$ cat src/rtl/cpu_mem_bridge.sv
// Write-allocate bridge between a 32-bit CPU port and a 4 x 64-bit burst memory.
// Every access fills the whole 256-bit line; a write merges into it and writes the line back.
module cpu_mem_bridge (
    input  logic        clk,
    input  logic        rst,
    input  logic [31:0] cpu_addr,
    input  logic        cpu_read,
    input  logic        cpu_write,
    input  logic [31:0] cpu_wdata,
    input  logic [3:0]  cpu_mbe,
    output logic [31:0] cpu_rdata,
    output logic        cpu_resp,
    output logic [31:0] pmem_addr,
    output logic        pmem_read,
    output logic        pmem_write,
    input  logic [63:0] pmem_rdata,
    output logic [63:0] pmem_wdata,
    input  logic        pmem_resp
);

    // state    | meaning
    // IDLE     | waiting for a CPU request
    // RD_BURST | filling the line buffer, 4 beats
    // MERGE    | applying CPU store bytes to the line buffer
    // WR_BURST | writing the merged line back, 4 beats
    // RESP     | one-cycle completion pulse to the CPU
    typedef enum logic [2:0] {
        IDLE,
        RD_BURST,
        MERGE,
        WR_BURST,
        RESP
    } state_t;

    state_t        r_state;
    state_t        w_next;
    logic [1:0]    r_beat;
    logic [255:0]  r_line;
    logic [31:2]   r_addr;
    logic [31:0]   r_wdata;
    logic [3:0]    r_mbe;
    logic          r_is_write;

    logic [7:0]    w_word_sel;
    logic [7:0]    w_beat_sel;
    logic [31:0]   w_old_word;
    logic [31:0]   w_merged;
    logic          w_unused_addr_lsbs;

    // Byte placement comes from cpu_mbe, so the low address bits carry no information.
    assign w_unused_addr_lsbs = &{1'b0, cpu_addr[1:0]};

    assign w_word_sel = {r_addr[4:2], 5'b0};
    assign w_beat_sel = {r_beat, 6'b0};
    assign w_old_word = r_line[w_word_sel +: 32];

    assign cpu_rdata  = w_old_word;
    assign pmem_addr  = {r_addr[31:5], 5'b0};
    assign pmem_wdata = r_line[w_beat_sel +: 64];

    always_comb begin
        w_merged = w_old_word;
        for (int i = 0; i < 4; i++) begin
            if (r_mbe[i]) begin
                w_merged[8*i +: 8] = r_wdata[8*i +: 8];
            end
        end
    end

    always_comb begin
        w_next     = r_state;
        cpu_resp   = 1'b0;
        pmem_read  = 1'b0;
        pmem_write = 1'b0;
        case (r_state)
            IDLE: begin
                // A simultaneous read and write is serviced as the write.
                if (cpu_write) begin
                    w_next = (cpu_mbe != 4'b0) ? RD_BURST : RESP;
                end else if (cpu_read) begin
                    w_next = RD_BURST;
                end
            end
            RD_BURST: begin
                pmem_read = 1'b1;
                if (pmem_resp && r_beat == 2'd3) begin
                    w_next = r_is_write ? MERGE : RESP;
                end
            end
            MERGE: begin
                w_next = WR_BURST;
            end
            WR_BURST: begin
                pmem_write = 1'b1;
                if (pmem_resp && r_beat == 2'd3) begin
                    w_next = RESP;
                end
            end
            RESP: begin
                cpu_resp = 1'b1;
                w_next   = IDLE;
            end
            default: begin
                w_next = IDLE;
            end
        endcase
    end

    always_ff @(posedge clk) begin
        if (rst) begin
            r_state    <= IDLE;
            r_beat     <= 2'd0;
            r_line     <= '0;
            r_addr     <= '0;
            r_wdata    <= '0;
            r_mbe      <= '0;
            r_is_write <= 1'b0;
        end else begin
            r_state <= w_next;
            case (r_state)
                IDLE: begin
                    // The latch only happens on burst entry so cpu_rdata holds until then.
                    if (w_next == RD_BURST) begin
                        r_addr     <= cpu_addr[31:2];
                        r_wdata    <= cpu_wdata;
                        r_mbe      <= cpu_mbe;
                        r_is_write <= cpu_write;
                        r_beat     <= 2'd0;
                    end
                end
                RD_BURST: begin
                    if (pmem_resp) begin
                        r_line[w_beat_sel +: 64] <= pmem_rdata;
                        r_beat                   <= r_beat + 2'd1;
                    end
                end
                MERGE: begin
                    r_line[w_word_sel +: 32] <= w_merged;
                    r_beat                   <= 2'd0;
                end
                WR_BURST: begin
                    if (pmem_resp) begin
                        r_beat <= r_beat + 2'd1;
                    end
                end
                default: begin
                end
            endcase
        end
    end

endmodule

$ cat config.mk
export PLATFORM = sky130hd
export DESIGN_NAME = cpu_mem_bridge
export DESIGN_NICKNAME = d
export VERILOG_FILES = /design/src/rtl/cpu_mem_bridge.sv
export SDC_FILE = /design/constraint.sdc
export NUM_CORES = 1
export LEC_CHECK = 0
export CAP_MARGIN = 0
export CORE_UTILIZATION = 46
export CTS_CLUSTER_SIZE = 24
export DETAILED_ROUTE_END_ITERATION = 8
export PLACE_DENSITY = 0.71
export SYNTH_ARGS = -nofsm -noshare
export SYNTH_HDL_FRONTEND = slang
export SYNTH_SLANG_ARGS = --single-unit
$ cat constraint.sdc
create_clock -name clk -period 3.1 [get_ports clk]
set_input_delay 0.31 -clock clk [delete_from_list [all_inputs] [get_ports clk]]
set_output_delay 0.31 -clock clk [all_outputs]
set_load 0.1 [all_outputs]
Word-level counts from Yosys, hierarchy flattened. Cells that the tools add are included.

Word-level logic and storage cells: 55. Bits in writable memories: 0. Bits of input ports: 137. Memory bits (read-only): 0. Bits in latches: 0. Register bits after elaboration: 328. Memories: 0.

Magnitude comparators: 0. Reduce and logical (&&, ||, !) cells: 9. Multiplexer cells: 21. Multiply operators: 0. Shift-type cells: 6. Bitwise operators: 0. Divide/modulo/power cells: 0. Equal/unequal tests: 9. $add $sub $neg: 3.

Operators by type and width (number): bitwise mux 256 bit (2); case mux 256 bit (2 select lines) (1); two-way mux 256 bit (1); variable shift 32 x 10 -> 256 bit (first input constant) (1); variable shift 64 x 10 -> 256 bit (first input constant) (1); variable part select 256 x 9 -> 32 bit (1); variable part select 256 x 9 -> 64 bit (1); variable part select 32 x 10 -> 256 bit (1); variable part select 64 x 10 -> 256 bit (1); two-way mux 8 bit (4); negation 8 -> 10 bit (2); two-way mux 3 bit (6); case mux 3 bit (4 select lines) (1); equality test 3 x 1 -> 1 bit (second input constant) (2); equality test 3 x 2 -> 1 bit (second input constant) (2); case mux 2 bit (3 select lines) (1); two-way mux 2 bit (2); != test 2 bit (second input constant) (2); AND reduction 2 bit (2); nonzero test 4 bit (1); equality test 3 bit (second input constant) (1); zero test 3 bit (1); two-way mux 1 bit (3); AND reduction 3 bit (1); 7 further kinds (7).

Logic depth before layout (Yosys ltp). Gate-level depths: netlist of run 1.

Depth in word-level cells: 7. Gate-level depth with buffers: 13. Depth with buffers taken out: 8.

Worst setup path after synthesis of run 1. Ideal clock, no wire load.

Kind: register to output. From: reg r_state[0]. To: out pmem_read. Arrival time: 2.938 ns. Buffers on the path: 2. Stages on the path, launching flop included: 4. Slack: -0.148 ns. Cell sequence: dfxtp_1 buf_2 clkbuf_1 nor3b_1.

Cells in the longest elaborated chain, start to end: 2.

Ends and longest elaborated chain: from (decl) (RTL line 35) `state_t r_state;`; from (signal assigned) (RTL line 119) `r_state <= w_next;`; equality test 3 x 1 -> 1 bit (RTL line 75) `case (r_state)`; two-way mux 1 bit (RTL line 75); to (decl) (RTL line 14) `output logic pmem_read,`.

No other way between the ends.

Worst setup path after layout of run 1.
From: reg r_addr[2] (netlist name). To: reg r_line[24].

Cells in the longest elaborated chain, start to end: 5. Elaborated cells on any way between the ends: 10. Classes of those cells: add/sub: 1; shift: 3; mux: 6.

Ends and longest elaborated chain: from (decl) (RTL line 39) `logic [31:2] r_addr;`; from (signal assigned) (RTL line 124) `r_addr <= cpu_addr[31:2];`; variable part select 256 x 9 -> 32 bit (RTL line 55) `assign w_old_word = r_line[w_word_sel +: 32];`; two-way mux 8 bit (RTL line 64) `if (r_mbe[i]) begin`; variable part select 32 x 10 -> 256 bit (RTL line 138) `r_line[w_word_sel +: 32] <= w_merged;`; bitwise mux 256 bit * (RTL line 138); case mux 256 bit (2 select lines) * (RTL line 120) `case (r_state)`; to (signal, indexed assignment) (RTL line 133) `r_line[w_beat_sel +: 64] <= pmem_rdata;`; to (signal, indexed assignment) (RTL line 138); to (decl) (RTL line 38) `logic [255:0] r_line;`.

Mark *: on every way between the ends. The rest lies on a longest branch, timed or not. A chain may end at the register's enable or synchronous reset.

==> impl_metrics.yaml, run 1 <==
outcome:
  status: "completed"
setup_path:
  critPathBufInv: 4
  ff2ff_path_depth: 9
  path_cells: "inv_1, ha_1, nor4b_1, buf_4, and4_2, buf_4, buf_4, a221oi_1, nor3_1"
  critPathLaunchType: "flip-flop"
  cpMaxStageDelayCell: "buf_4"
  crit_type: "flip-flop to flip-flop"
  path_depth: 9
  crit_top_cell: "buf_4"
  cp-end-kind: "flip-flop"
  required_ns: 3.54
  cp_top_family: "buffers and inverters"
  cpPeakStageDelay_ns: 0.46
  arrival_ns: 3.17
  crit_fanout: 27
routing:
  post-route-drc-count: 0
  avgRoutedWirePerCell_um: 26.4
  postRouteAntennaNets: 0
  wl_mm: 66.3
  vias: 17200
  via_per_inst: 6.82
  firstDrtPassIters: 6
  drt_iter0_markers: 2360
floorplanning:
  die-area_um2: 38500
  row_count: 70
  coreArea_um2: 36900
  die_h_um: 196
  pin_count: 268
  initial_core_util: 0.471
  die_w_um: 196
power:
  ir_worst_vdd_mv: 0.465
  p_total_w: 0.0118
  p_int_w: 0.00801
  p_leak_nw: 7.94
  pwr_density_cell_nw_per_um2: 539
  p_sw_frac: 0.320
  p_sw_w: 0.00378
  seqPwrFrac: 0.381
  combPwrFrac: 0.230
  clockPowerShare: 0.389
sta:
  slew_headroom: 0.333
  fmaxAchievable_mhz: 367
  post-route-min-period_ns: 2.73
  final.setup.worst_slack_ns: 0.372
  drv_slew: 0
  hold_violations: 0
  whs_ns: 0.301
  finalCritPeriodShare: 0.880
  setup-violations-final: 0
  rsz0062_at_grt: "false"
  clock-skew-final_ns: 0.0129
  worstMarginPinSlew_ns: 0.997
  finalSetupTns_ns: 0
clock_tree:
  cts_buffer_depth: 3
  h-tree-depth: 2
  path_clk_slew_ns: 0.06
  worstSkewPairLatency_ns: 0.53
  cts_buffers: 38
  cts_tree: "built"
  cts_setup_buffers: 0
  cts-root-buf: "clkbuf_16"
  cts-hold-fix-buffers: 0
  cts.sinks: 328
  cts_resized: 0
placement:
  port_buffers: 260
  place_ws_ns: 0.483
  placed_cells: 2445
  gp_congestion: 0.920
  hpwl_mm: 39.6
global_routing:
  grt_antenna_before_repair: 3
  grt_first_pass_wirelength_mm: 99.9
  grt_max_degree: 112
  grt_pass1_vias: 17000
  overflow: 0
  grtUsageTotal: 0.338
min_path:
  whs_path_depth: 2
  hp-class: "input port to flip-flop"
flow_run:
  cap_violations: 0
synth:
  synth_top_area_share: 0.378
  synth_cells: 1831
  synth_top_flop_cell: "dfxtp_1"
  synth-seq-cells: 328
  seq_area_frac_synth: 0.378
  async_reset_ff_frac: 0
  ys_types: 58
  syn_area_um2: 17400
  synth_top_cell_by_area: "dfxtp_1"
  synth_warnings: 0
  synth_edf_count: 0
  synth_area_per_cell_um2: 9.48
  yosys-top-cells-area: "dfxtp_1, mux4_2, a221oi_1"
final_layout:
  drive_gt1_frac: 0.227
  fin_cells: 2517
  syn_to_final_growth_pct: 26.1
  nets: 2128
sequential cells by signal, indices dropped and copies added, names as in the netlist:
| name | flops |
|---|---|
| r_addr | 30 |
| r_is_write | 1 |
| r_wdata | 32 |
| r_line | 256 |
| r_state | 3 |
| r_mbe | 4 |
| r_beat | 2 |
placed cells by master, fill, tap and decap left out, types with 10 or more instances in the layout:
master           instances
clkdlybuf4s50_1        160
mux4_2                 125
buf_12                  47
dfxtp_1                324
a221oi_1               249
nor3_1                 258
mux2_2                  61
nor2_1                 262
buf_4                  130
a21oi_1                 70
nand2_1                143
clkbuf_16               39
ha_1                    10
power by group through the flow:
stage	logic, W	registers, W	clock network [W]
2_1_floorplan	0.00189	0.00452	0
3_3_place_gp	0.00266	0.00457	0
3_5_place_dp	0.00268	0.00458	0
4_1_cts	0.00269	0.00449	0.00462
5_1_grt	0.00281	0.00451	0.00480
6_report	0.00271	0.00450	0.00458
cells in the mapped netlist, drive strengths merged, types with 3 or more instances:
| library cell | instances |
|---|---|
| a221oi | 252 |
| buf | 87 |
| nand2b | 3 |
| inv | 10 |
| o21a | 4 |
| mux2 | 64 |
| ha | 10 |
| nand3 | 4 |
| dfxtp | 328 |
| clkbuf | 145 |
| o21ai | 4 |
| nor3b | 4 |
| mux4 | 128 |
| nand2 | 144 |
| a21oi | 71 |
| a211oi | 4 |
| and2 | 6 |
| nor2 | 266 |
| nor3 | 261 |
routing by layer:
| metal | share of wire | GRT usage |
|---|---|---|
| met5 | 0.00051 | 0.00639 |
| met4 | 0.050 | 0.172 |
| met3 | 0.13 | 0.0846 |
| met2 | 0.46 | 0.545 |
| met1 | 0.35 | 0.420 |
worst paths after layout:
kind | slack, ns | end | startpoint
setup / recovery | 0.37 | r_line[24]$_SDFFE_PP0P_ | r_addr[2]$_SDFFE_PP0P_
hold reg to reg | 0.45 | r_wdata[5]$_SDFFE_PP0P_ | r_wdata[5]$_SDFFE_PP0P_
setup reg to reg | 0.37 | r_line[24]$_SDFFE_PP0P_ | r_addr[2]$_SDFFE_PP0P_
hold / removal | 0.30 | r_wdata[15]$_SDFFE_PP0P_ | rst
layout make-up:
cell class              count  area (um2)
fillers                  3097       15000
repair buffers            338        3530
flip-flops and latches    328        6580
clock inverters            11         134
clock buffers              57        1130
multi-input cells        1265        9830
inverters                  10        37.5
diodes                      4        10.0
well taps                 504         631
cell families after synthesis:
| family | after synthesis | synth area share |
|---|---|---|
| other | 1 | 0.000216 |
| adders and majority gates | 10 | 0.00721 |
| DFF | 328 | 0.378 |
| and+or+nand+nor | 705 | 0.178 |
| AOI/OAI and AO/OA | 352 | 0.162 |
| buffers and inverters | 242 | 0.0644 |
| muxes | 193 | 0.209 |
metrics by stage:
stage,util,cell area [um2]
detailed placement,0.559,20600
global route,0.593,21900
finish,0.594,21900
CTS,0.593,21900
floorplan,-,17400
global placement,0.559,20600
Power figures use the tool's default switching activity.
==> run 2: changes to the inputs <==
Settings changed: SETUP_SLACK_MARGIN set to 0.05.
==> results of run 2 <==
No change in the layout: final DEF, timing and power equal those of run 1.
